File: src/rtl/mbank_axil_frontend.sv
// AXI4-Lite slave front end for the mbank simple dual-port RAM (port A write, port B read).
// Optional macro MBANK_ADDR_CHECK_EN: flags accesses with upper address bits set as SLVERR.
module mbank_axil_frontend #(
   parameter int unsigned DATA_W     = 32,
   parameter int unsigned ADDR_W     = 8,
   parameter int unsigned AXI_ADDR_W = 12,
   parameter int unsigned RD_LAT     = 1
) (
   input  logic                  clk,
   input  logic                  rst,
   input  logic [AXI_ADDR_W-1:0] s_awaddr,
   input  logic                  s_awvalid,
   output logic                  s_awready,
   input  logic [DATA_W-1:0]     s_wdata,
   input  logic                  s_wvalid,
   output logic                  s_wready,
   output logic [1:0]            s_bresp,
   output logic                  s_bvalid,
   input  logic                  s_bready,
   input  logic [AXI_ADDR_W-1:0] s_araddr,
   input  logic                  s_arvalid,
   output logic                  s_arready,
   output logic [DATA_W-1:0]     s_rdata,
   output logic [1:0]            s_rresp,
   output logic                  s_rvalid,
   input  logic                  s_rready,
   output logic                  wea,
   output logic [ADDR_W-1:0]     addra,
   output logic [DATA_W-1:0]     dina,
   output logic [ADDR_W-1:0]     addrb,
   input  logic [DATA_W-1:0]     doutb
);

   localparam int unsigned CNT_W = 2;

   typedef enum logic [1:0] {W_IDLE, W_WRITE, W_RESP} w_state_t;
   typedef enum logic [1:0] {R_IDLE, R_WAIT, R_RESP} r_state_t;

   w_state_t             w_state;
   r_state_t             r_state;
   logic                 aw_held, w_held, aw_oor_q, wea_q;
   logic [ADDR_W-1:0]    aw_idx_q;
   logic [DATA_W-1:0]    wdata_q;
   logic [CNT_W-1:0]     rd_cnt;
   logic                 rd_oor, rd_first;
   logic [DATA_W-1:0]    rdata_q;

   logic                 aw_hs_c, w_hs_c, ar_hs_c, aw_got_c, w_got_c, w_enter_c;
   logic                 aw_oor_c, ar_oor_c, wr_oor_c;
   logic [ADDR_W-1:0]    aw_idx_c, ar_idx_c, wr_idx_c;
   logic [DATA_W-1:0]    wr_data_c, rd_word_c;

   assign aw_idx_c = s_awaddr[ADDR_W+1:2];
   assign ar_idx_c = s_araddr[ADDR_W+1:2];

`ifdef MBANK_ADDR_CHECK_EN
   assign aw_oor_c = (s_awaddr >> (ADDR_W + 2)) != '0;
   assign ar_oor_c = (s_araddr >> (ADDR_W + 2)) != '0;
   wire unused_addr_bits = ^{s_awaddr[1:0], s_araddr[1:0]};
`else
   // Upper address bits alias onto the RAM; no error responses are generated.
   assign aw_oor_c = 1'b0;
   assign ar_oor_c = 1'b0;
   wire unused_addr_bits = ^{s_awaddr[1:0], s_araddr[1:0],
                             s_awaddr[AXI_ADDR_W-1:ADDR_W+2], s_araddr[AXI_ADDR_W-1:ADDR_W+2]};
`endif

   assign aw_hs_c   = s_awready & s_awvalid;
   assign w_hs_c    = s_wready & s_wvalid;
   assign ar_hs_c   = s_arready & s_arvalid;
   assign aw_got_c  = aw_held | aw_hs_c;
   assign w_got_c   = w_held | w_hs_c;
   assign w_enter_c = (w_state == W_IDLE) && aw_got_c && w_got_c;
   assign wr_idx_c  = aw_hs_c ? aw_idx_c : aw_idx_q;
   assign wr_oor_c  = aw_hs_c ? aw_oor_c : aw_oor_q;
   assign wr_data_c = w_hs_c ? s_wdata : wdata_q;

   // Reset kills a write strobe in the very cycle it is raised.
   assign wea = wea_q & ~rst;

   // Write channel: AW and W captured independently, one RAM strobe, then B.
   always_ff @(posedge clk) begin
      if (rst) begin
         w_state   <= W_IDLE;
         s_awready <= 1'b0;
         s_wready  <= 1'b0;
         s_bvalid  <= 1'b0;
         s_bresp   <= 2'b00;
         wea_q     <= 1'b0;
         addra     <= '0;
         dina      <= '0;
         aw_held   <= 1'b0;
         w_held    <= 1'b0;
         aw_idx_q  <= '0;
         aw_oor_q  <= 1'b0;
         wdata_q   <= '0;
      end else begin
         wea_q <= 1'b0;
         case (w_state)
            W_IDLE: begin
               if (aw_hs_c) begin
                  aw_held  <= 1'b1;
                  aw_idx_q <= aw_idx_c;
                  aw_oor_q <= aw_oor_c;
               end
               if (w_hs_c) begin
                  w_held  <= 1'b1;
                  wdata_q <= s_wdata;
               end
               if (w_enter_c) begin
                  w_state   <= W_WRITE;
                  s_awready <= 1'b0;
                  s_wready  <= 1'b0;
                  aw_held   <= 1'b0;
                  w_held    <= 1'b0;
                  wea_q     <= ~wr_oor_c;
                  addra     <= wr_idx_c;
                  dina      <= wr_data_c;
                  s_bresp   <= wr_oor_c ? 2'b10 : 2'b00;
               end else begin
                  s_awready <= ~aw_got_c;
                  s_wready  <= ~w_got_c;
               end
            end
            W_WRITE: begin
               w_state  <= W_RESP;
               s_bvalid <= 1'b1;
            end
            W_RESP: begin
               if (s_bready) begin
                  w_state   <= W_IDLE;
                  s_bvalid  <= 1'b0;
                  s_awready <= 1'b1;
                  s_wready  <= 1'b1;
               end
            end
            default: w_state <= W_IDLE;
         endcase
      end
   end

   // First R_RESP cycle forwards the RAM output directly; later cycles replay the held copy.
   assign rd_word_c = rd_oor ? '0 : doutb;
   assign s_rdata   = rd_first ? rd_word_c : rdata_q;

   // Read channel: AR is held off while a RAM write is in flight so reads see it.
   always_ff @(posedge clk) begin
      if (rst) begin
         r_state   <= R_IDLE;
         s_arready <= 1'b0;
         s_rvalid  <= 1'b0;
         s_rresp   <= 2'b00;
         addrb     <= '0;
         rd_cnt    <= '0;
         rd_oor    <= 1'b0;
         rd_first  <= 1'b0;
         rdata_q   <= '0;
      end else begin
         case (r_state)
            R_IDLE: begin
               if (ar_hs_c) begin
                  r_state   <= R_WAIT;
                  s_arready <= 1'b0;
                  addrb     <= ar_idx_c;
                  rd_oor    <= ar_oor_c;
                  rd_cnt    <= CNT_W'(RD_LAT - 1);
               end else begin
                  s_arready <= ~w_enter_c;
               end
            end
            R_WAIT: begin
               if (rd_cnt == '0) begin
                  r_state  <= R_RESP;
                  s_rvalid <= 1'b1;
                  rd_first <= 1'b1;
                  s_rresp  <= rd_oor ? 2'b10 : 2'b00;
               end else begin
                  rd_cnt <= rd_cnt - CNT_W'(1);
               end
            end
            R_RESP: begin
               rd_first <= 1'b0;
               if (rd_first) rdata_q <= rd_word_c;
               if (s_rready) begin
                  r_state   <= R_IDLE;
                  s_rvalid  <= 1'b0;
                  s_arready <= ~w_enter_c;
               end
            end
            default: r_state <= R_IDLE;
         endcase
      end
   end

endmodule

File: config.mk
export PLATFORM = sky130hd
export DESIGN_NAME = mbank_axil_frontend
export DESIGN_NICKNAME = d
export VERILOG_FILES = /design/src/rtl/mbank_axil_frontend.sv
export SDC_FILE = /design/constraint.sdc
export NUM_CORES = 1
export LEC_CHECK = 0
export CORE_UTILIZATION = 47
export CTS_CLUSTER_SIZE = 28
export DETAILED_ROUTE_END_ITERATION = 8
export PLACE_DENSITY = 0.8
export REMOVE_ABC_BUFFERS = 1
export SYNTH_ARGS = -nofsm -noshare
export SYNTH_HDL_FRONTEND = slang
export SYNTH_SLANG_ARGS = --single-unit
export TNS_END_PERCENT = 1
File: constraint.sdc
create_clock -name clk -period 2 [get_ports clk]
set_input_delay 0.4 -clock clk [delete_from_list [all_inputs] [get_ports clk]]
set_output_delay 0.4 -clock clk [all_outputs]
set_load 0.01 [all_outputs]
=== Word-level counts from Yosys, hierarchy flattened ===
Index checks and enable logic that the tools add are counted.

* Bitwise gates (word level): 12
* Reductions and logical operators: 25
* Muxes and demuxes: 33
* Add/subtract/negate cells: 1
* Equality and inequality tests: 10

{| class="wikitable"
|+ Operator list
! cell !! number
|-
| $mux 32 || 2
|-
| $reduce_and 2->1 || 9
|-
| $mux 2 || 8
|-
| $reduce_bool 2->1 || 7
|-
| $mux 1 || 13
|-
| $ne 2x2->1 const B || 6
|-
| $pmux 1 s2 || 6
|-
| $pmux 2 s3 || 2
|-
| $reduce_and 3->1 || 3
|-
| $mux 8 || 1
|-
| $logic_not 2->1 || 3
|-
| $not 1->1 || 6
|-
| $and 1x1->1 || 4
|-
| $eq 2x1->1 const B || 2
|-
| $eq 2x2->1 const B || 2
|-
| $pmux 2 s2 || 1
|-
| $reduce_or 3->1 || 1
|-
| $logic_and 1x1->1 || 2
|-
| $or 1x1->1 || 2
|-
| $sub 2x1->2 const B || 1
|}

* Output and inout bits: 90
* Input port bits: 95
* Word-level logic and storage cells: 101
* Bits in registers: 138

=== Longest topological paths before layout ===
* Depth after elaboration: 7
* Mapped depth: 6
* Depth with buffers taken out: 5

=== Worst setup path before layout ===
No wires, ideal clock.

* Path kind: register to register
* From: reg s_wready
* To: reg s_arready
* Clock period less this slack: 1523 ps
* Stages on the path, launching flop included: 6
* Setup time: 118 ps
* Path slack: 477 ps
* Data arrival time: 1405 ps
* Path through: dfxtp_1 a21oi_2 or4_1 buf_4 buf_6 o2bb2ai_1

* Longest elaborated chain between the ends: 6

{| class="wikitable"
|+ Ends and longest elaborated chain
! element !! line !! RTL
|-
| start, declared || 16 || <nowiki>output logic s_wready,</nowiki>
|-
| start signal, assigned || 122 || <nowiki>s_wready <= ~w_got_c;</nowiki>
|-
| $and 1x1->1 * || 69 || <nowiki>assign w_hs_c = s_wready & s_wvalid;</nowiki>
|-
| $or 1x1->1 * || 72 || <nowiki>assign w_got_c = w_held | w_hs_c;</nowiki>
|-
| $logic_and 1x1->1 * || 73 || <nowiki>assign w_enter_c = (w_state == W_IDLE) && aw_got_c && w_got_c;</nowiki>
|-
| $not 1->1 (no line) * || -- ||
|-
| $mux 1 (on tied branches) || 184, 161 ||
|-
| $pmux 1 s2 * || 159 || <nowiki>case (r_state)</nowiki>
|-
| end signal, assigned || 168 || <nowiki>s_arready <= ~w_enter_c;</nowiki>
|-
| end signal, assigned || 187 || <nowiki>s_arready <= ~w_enter_c;</nowiki>
|-
| end, declared || 22 || <nowiki>output logic s_arready,</nowiki>
|}

Every way passes the cells marked *; elsewhere a longest branch is shown, timed or not. The select of a mux whose other input is x is not followed.
A chain may end at the register's enable or synchronous reset.

=== Worst setup path after layout ===
* From: reg rd_first
* To: out s_rdata[26]

* Longest elaborated chain between the ends: 1

{| class="wikitable"
|+ Ends and longest elaborated chain
! element !! line !! RTL
|-
| start, declared || 45 || <nowiki>logic rd_oor, rd_first;</nowiki>
|-
| start signal, assigned || 156 || <nowiki>rd_first <= 1'b0;</nowiki>
|-
| start signal, assigned || 175 || <nowiki>rd_first <= 1'b1;</nowiki>
|-
| start signal, assigned || 182 || <nowiki>rd_first <= 1'b0;</nowiki>
|-
| $mux 32 || -- ||
|-
| end, declared || 23 || <nowiki>output logic [DATA_W-1:0] s_rdata,</nowiki>
|}

No other way between the ends.

==> flow_summary.json <==
{
  "status": "finished, final reports clean",
  "postCtsSetupRepairBufs": 0,
  "p_comb_share_pct": 15.5,
  "drc": 0,
  "design.die.area_um2": 13600,
  "rr_worst_depth": 3,
  "syn_area_per_cell_um2": 8.48,
  "syn_to_final_growth_pct": 39.9,
  "final_hold_viol_count": 0,
  "post-route-period-util_pct": 98.1,
  "ant_nets": 0,
  "setup_tns_ps": 0,
  "cp_max_fo": 9,
  "dr.pass1.iters": 5,
  "yosysSeqAreaShare_pct": 44.5,
  "clk_latency_ps": 410,
  "grt_pass1_vias": 5552,
  "ff_latch_area_um2": 2750,
  "cts_tree": "yes",
  "rows": 41,
  "grt_pass1_wl_mm": 25.8,
  "cts-root-buf": "clkbuf_16",
  "path_clk_slew_ps": 60,
  "grt-ovfl-total": 0,
  "place_ws_ps": -175,
  "port-buffer-count": 173,
  "num-fill-cells": 999,
  "hold-path-cell-count": 3,
  "max_cap_violations": 0,
  "crit_path_end_kind": "output port",
  "mappedNetlistArea_um2": 6160,
  "critPathKind": "reg -> out",
  "cp.required_ps": 1600,
  "power_density_nw_per_um2": 845,
  "period_needed_ps": 1960,
  "ys.flop_type": "dfxtp_1",
  "async_flop_share_pct": 0,
  "hold_ws_ps": 381,
  "fin_area_um2": 8620,
  "core_um2": 12700,
  "startpoint_type": "flip-flop",
  "p_int_mw": 5.49,
  "vias_per_cell": 5.34,
  "p_leak_nw": 3.66,
  "switching_share_pct": 24.5,
  "ys_types": 38,
  "max_freq_mhz": 510,
  "cts_hold_buffers": 0,
  "placedCellCount": 1027,
  "rsz0062_at_grt": "true",
  "antenna_found_initial": 0,
  "layout_setup_ws_ps": 37.8,
  "cts.sinks": 137,
  "io_pins": 185,
  "multi_input_area_um2": 3120,
  "seq_power_share_pct": 40.3,
  "drtIter0Drc": 283,
  "wl_per_cell_um": 15.1,
  "finalSetupViolCount": 0,
  "fin_skew_ps": 6.07,
  "gp_congestion": 0.792,
  "total_power_mw": 7.28,
  "fin_cells": 1061,
  "wl_mm": 16.0,
  "synth_edf_count": 0,
  "final_util_pct": 68.0,
  "ys_seq_elements": 137,
  "start_util_pct": 48.6,
  "syn_inst": 726,
  "vdd_drop_max_mv": 0.480,
  "layout_common_cells": "clkdlybuf4s50_1, dfxtp_1, nand2_1",
  "cts_inserted_buffers": 17,
  "maxSlewViolCount": 0,
  "die_h_um": 116,
  "clockPowerShare_pct": 44.1,
  "htreeDepth": 4,
  "cp_data_arrival_time_ps": 1560,
  "fin_nets": 972,
  "diodes": 0,
  "die_w_um": 116,
  "layout_commonest_cell": "clkdlybuf4s50_1",
  "vias": 5668,
  "hold_path_class": "in -> reg",
  "layout-drive-gt1-share_pct": 14.6,
  "grt_start_max_net_pins": 54,
  "switchingPower_mw": 1.78,
  "clockBufferDepth": 2,
  "place_area_um2": 8060,
  "yosys_warnings": 0,
  "grt_use_total_pct": 24.5,
  "detailed_place_hpwl_mm": 10.8
}
-- routing by layer --
layer / wire length, um / track usage (%) / vias up
li1: - / - / 2775
met4: 271 / 10.3 / 0
met2: 7910 / 42.6 / 203
met5: 0 / 0 / -
met3: 1350 / 9.29 / 28
met1: 6440 / 26.6 / 2662
-- repair_timing --
action / 4_1_cts / 5_1_grt
cloned: 1 / 1
gates resized for setup: 76 / 30
setup endpoints to repair: 33 / 20
-- registers in the layout (all words and copies together), names as in the netlist, 2 cells and up --
name and flops:
addra 8, addrb 8, aw_idx_q 8, dina 32, r_state 2, rd_cnt 2
rdata_q 32, w_state 2, wdata_q 32
-- final timing paths --
path                             endpoint                     from  slack (ps)
setup reg to reg    addra[1]$_SDFFE_PP0P_  w_state[1]$_SDFFE_PP0P_         310
setup / recovery              s_rdata[26]    rd_first$_SDFFE_PP0P_          40
hold / removal    w_state[0]$_SDFFE_PP0P_                 s_wvalid         380
hold reg to reg   wdata_q[9]$_SDFFE_PP0P_  wdata_q[9]$_SDFFE_PP0P_         450
-- logic make-up after synthesis --
group,Yosys count,synth area share (%)
AOI/OAI and AO/OA,135,13.4
DFF,137,44.5
buffers and inverters,75,5.47
adders and majority gates,1,0.203
other,1,0.0609
and+or+nand+nor,286,20.9
muxes,91,15.5
-- worst max-delay path, stage by stage, from the launching register on --
cell,delay (ps)
dfxtp_4,400
buf_12,150
mux2_4,310
dlygate4sd2_1,290
-- cell type report --
type                            instances  area share (%)
Multi-Input combinational cell        516            36.3
Timing Repair Buffer                  198            22.0
Clock inverter                         11            1.67
Tap cell                              172            2.50
Clock buffer                           21            5.46
Inverter                                6           0.261
Sequential cell                       137            31.9
-- power by group through the flow --
| stage | registers, mW | logic (mW) | clock network (mW) |
|---|---|---|---|
| after detailed placement | 2.99 | 1.15 | 0 |
| after global placement | 2.98 | 1.11 | 0 |
| after floorplan | 3.03 | 0.497 | 0 |
| final | 2.94 | 1.13 | 3.21 |
| after CTS | 2.93 | 1.15 | 3.27 |
| after global routing | 2.95 | 1.23 | 3.37 |
-- synthesized netlist by cell type (3+ instances only) --
library cell    n  area share (%)
nor3_1         35             2.8
o21ai_0        41             3.3
a21boi_0       41             5.0
nor2_1         84             5.1
mux2i_1        57             9.3
dfxtp_1       137              45
mux2_2         34             6.2
nand2b_1        4            0.41
inv_1           6            0.37
nor4bb_1        3            0.49
a21oi_1        40             3.3
nand2_1       109             6.6
buf_4           4            0.49
o21a_1          3            0.37
clkbuf_1       52             3.2
and3_1         40             4.1
buf_2           8            0.65
buf_6           4            0.73
Note: power is estimated with default switching activity, not from simulation.
==> RTL edit, RTL diff (config.mk and constraints unchanged) <==
The 3 states of `r_state_t` get a one-hot encoding in 3 bits.
--- a/src/rtl/mbank_axil_frontend.sv
+++ b/src/rtl/mbank_axil_frontend.sv
@@ -34,7 +34,7 @@
    localparam int unsigned CNT_W = 2;
 
    typedef enum logic [1:0] {W_IDLE, W_WRITE, W_RESP} w_state_t;
-   typedef enum logic [1:0] {R_IDLE, R_WAIT, R_RESP} r_state_t;
+   typedef enum logic [2:0] {R_IDLE = 3'b001, R_WAIT = 3'b010, R_RESP = 3'b100} r_state_t;
 
    w_state_t             w_state;
    r_state_t             r_state;
Function: same outputs for any inputs over 4 cycles, from zero or initial values and one cycle with rst high; so few cycles prove little.
==> RTL edit against the unedited design <==
  * Routed wire length fell by 0.46%
  * Cell area up 1.2%
  * Worst setup slack lost 0.019 ns
  * Core utilization about the same
  * Register-to-register slack worse by 0.03 ns
  * Power down 0.83%
  * Area after synthesis rose by 2.1%
  * Count of clock-buffer cells in the layout is 1 higher
  * Sequential cell count rose by 1
==> RTL edit: results (changes against the unedited design) <==
.. list-table::
   :header-rows: 1

   * - Metric
     - Value
   * - Result of the run
     - finished, final reports clean
   * - Number of nets in the layout
     - 957 (-1.5%)
   * - Standby leakage power
     - 3.52 nW (-3.6%)
   * - Maximum level of the CTS H-tree
     - 4 (unchanged)
   * - Number of antenna violations at the first check in global routing
     - 0 (unchanged)
   * - Pin count of the biggest net entering global routing
     - 69 (+28%)
   * - Area share of the largest cell type after synthesis
     - 0.440 (-0.00577)
   * - Via count
     - 5615 (-0.94%)
   * - Number of global-route vias before repair
     - 5403 (-2.7%)
   * - Number of cell instances on the worst register-to-register path
     - 5 (+2)
   * - DPL Wire Length
     - 10500 µm (-2.8%)
   * - Worst-case headroom to the max-slew limit
     - 0.556
   * - Placer's final routability congestion estimate
     - 0.769 (-2.9%)
   * - Pre-CTS worst setup slack
     - -0.141 ns (+0.0342 ns)
   * - Mean routed wirelength per cell
     - 15.2 µm (+1.2%)
   * - Clock edge transition at the registers on the reported setup and hold paths
     - 0.05 ns
   * - Post-synth cell types
     - 46 (+21%)
   * - TritonCTS buffer count
     - 17 (unchanged)
   * - Class of the tightest hold or removal check
     - in2reg
   * - Largest cells by area after synthesis
     - dfxtp_1 44%, mux2i_1 13%, nand2_1 6.6%, mux2_2 5.7%, a21boi_0 4.8%
   * - Ranking of synthesized cells by instance count
     - 138 x dfxtp_1, 110 x nand2_1, 81 x mux2i_1
   * - Area post-placement
     - 0.00817 mm² (+1.4%)
   * - Final standard cell count with taps included and fillers excluded
     - 1044 (-1.6%)
   * - Seq/Total Area, Yosys
     - 0.440 (-0.00577)
   * - Worst voltage drop across the vdd grid
     - 0.540 mV (+13%)
   * - Share of post-route cells with drive strength above 1
     - 0.146 (-0.000590)
   * - Largest regs
     - dina: 32 flops, rdata_q: 32 flops, wdata_q: 32 flops
   * - DRT iter0 DRCs
     - 345 (+22%)
   * - Final antenna diode count
     - 0 (unchanged)
   * - Cells after synthesis
     - 711 (-2.1%)
   * - Arr. time, crit path
     - 1.58 ns (+0.02 ns)
   * - Switching share of power
     - 0.232 (-0.0125)
   * - Maximum fanout count along the critical path
     - 17 (+8)
   * - Worst Clk Skew
     - 0.00401 ns (-0.00206 ns)
   * - Global-route wire length before repair
     - 26000 µm (+0.67%)
   * - Overall fraction of global-route tracks in use
     - 0.232 (-0.0125)
   * - CTS root buffer
     - clkbuf_16
   * - Number of post-CTS setup repair buffers
     - 0 (unchanged)
   * - Synth Warn #
     - 0 (unchanged)
## RTL edit: power groups by stage
stage / Sequential, mW / Clock, mW / Combinational (mW)
2_1_floorplan: 3.02 / 0 / 0.418
3_3_place_gp: 2.95 / 0 / 1.01
3_5_place_dp: 2.96 / 0 / 1.04
4_1_cts: 2.91 / 3.33 / 1.05
5_1_grt: 2.92 / 3.49 / 1.12
6_report: 2.91 / 3.28 / 1.03
## RTL edit: area by class of cell
type,count,area (µm²)
Fill cell,1044,4100
Multi-Input combinational cell,499,3220
Sequential cell,138,2770
Timing Repair Buffer,197,1870
Clock buffer,22,474
Tap cell,172,215
Clock inverter,8,143
Inverter,8,30.0
## RTL edit: logic make-up (layout without fill, tap and decap cells)
logic type                 count (synthesis)  count (layout)  share of synthesized area
AOI/OAI and AO/OA                        158             158                      0.150
adders and majority gates                  1               1                    0.00199
buffers and inverters                     76             235                     0.0558
DFF                                      138             138                      0.440
muxes                                    113             113                      0.186
other                                      1               3                   0.000597
and+or+nand+nor                          224             224                      0.166
## RTL edit: what timing repair did
action | CTS | global route
resized for setup | 83 | 23
cloned | 1 | 0
endpoints found under the hold margin | 0 | 0
setup endpoints to repair | 32 | 31
## RTL edit: metal layers
metal  vias to the layer above  GRT usage  share of wire
li1                       2747          -              -
met1                      2649      0.277           0.43
met2                       203      0.379           0.48
met3                        16     0.0930          0.082
met4                         0     0.0745          0.011
met5                         -          0              0
## RTL edit: worst paths after layout
kind                                  start     endpoint  slack, ns
worst max-delay path               rd_first   s_rdata[7]       0.02
worst min-delay path               s_wvalid   w_state[0]       0.39
worst max register to register     s_wready  wdata_q[13]       0.28
worst min register to register  wdata_q[15]  wdata_q[15]       0.45
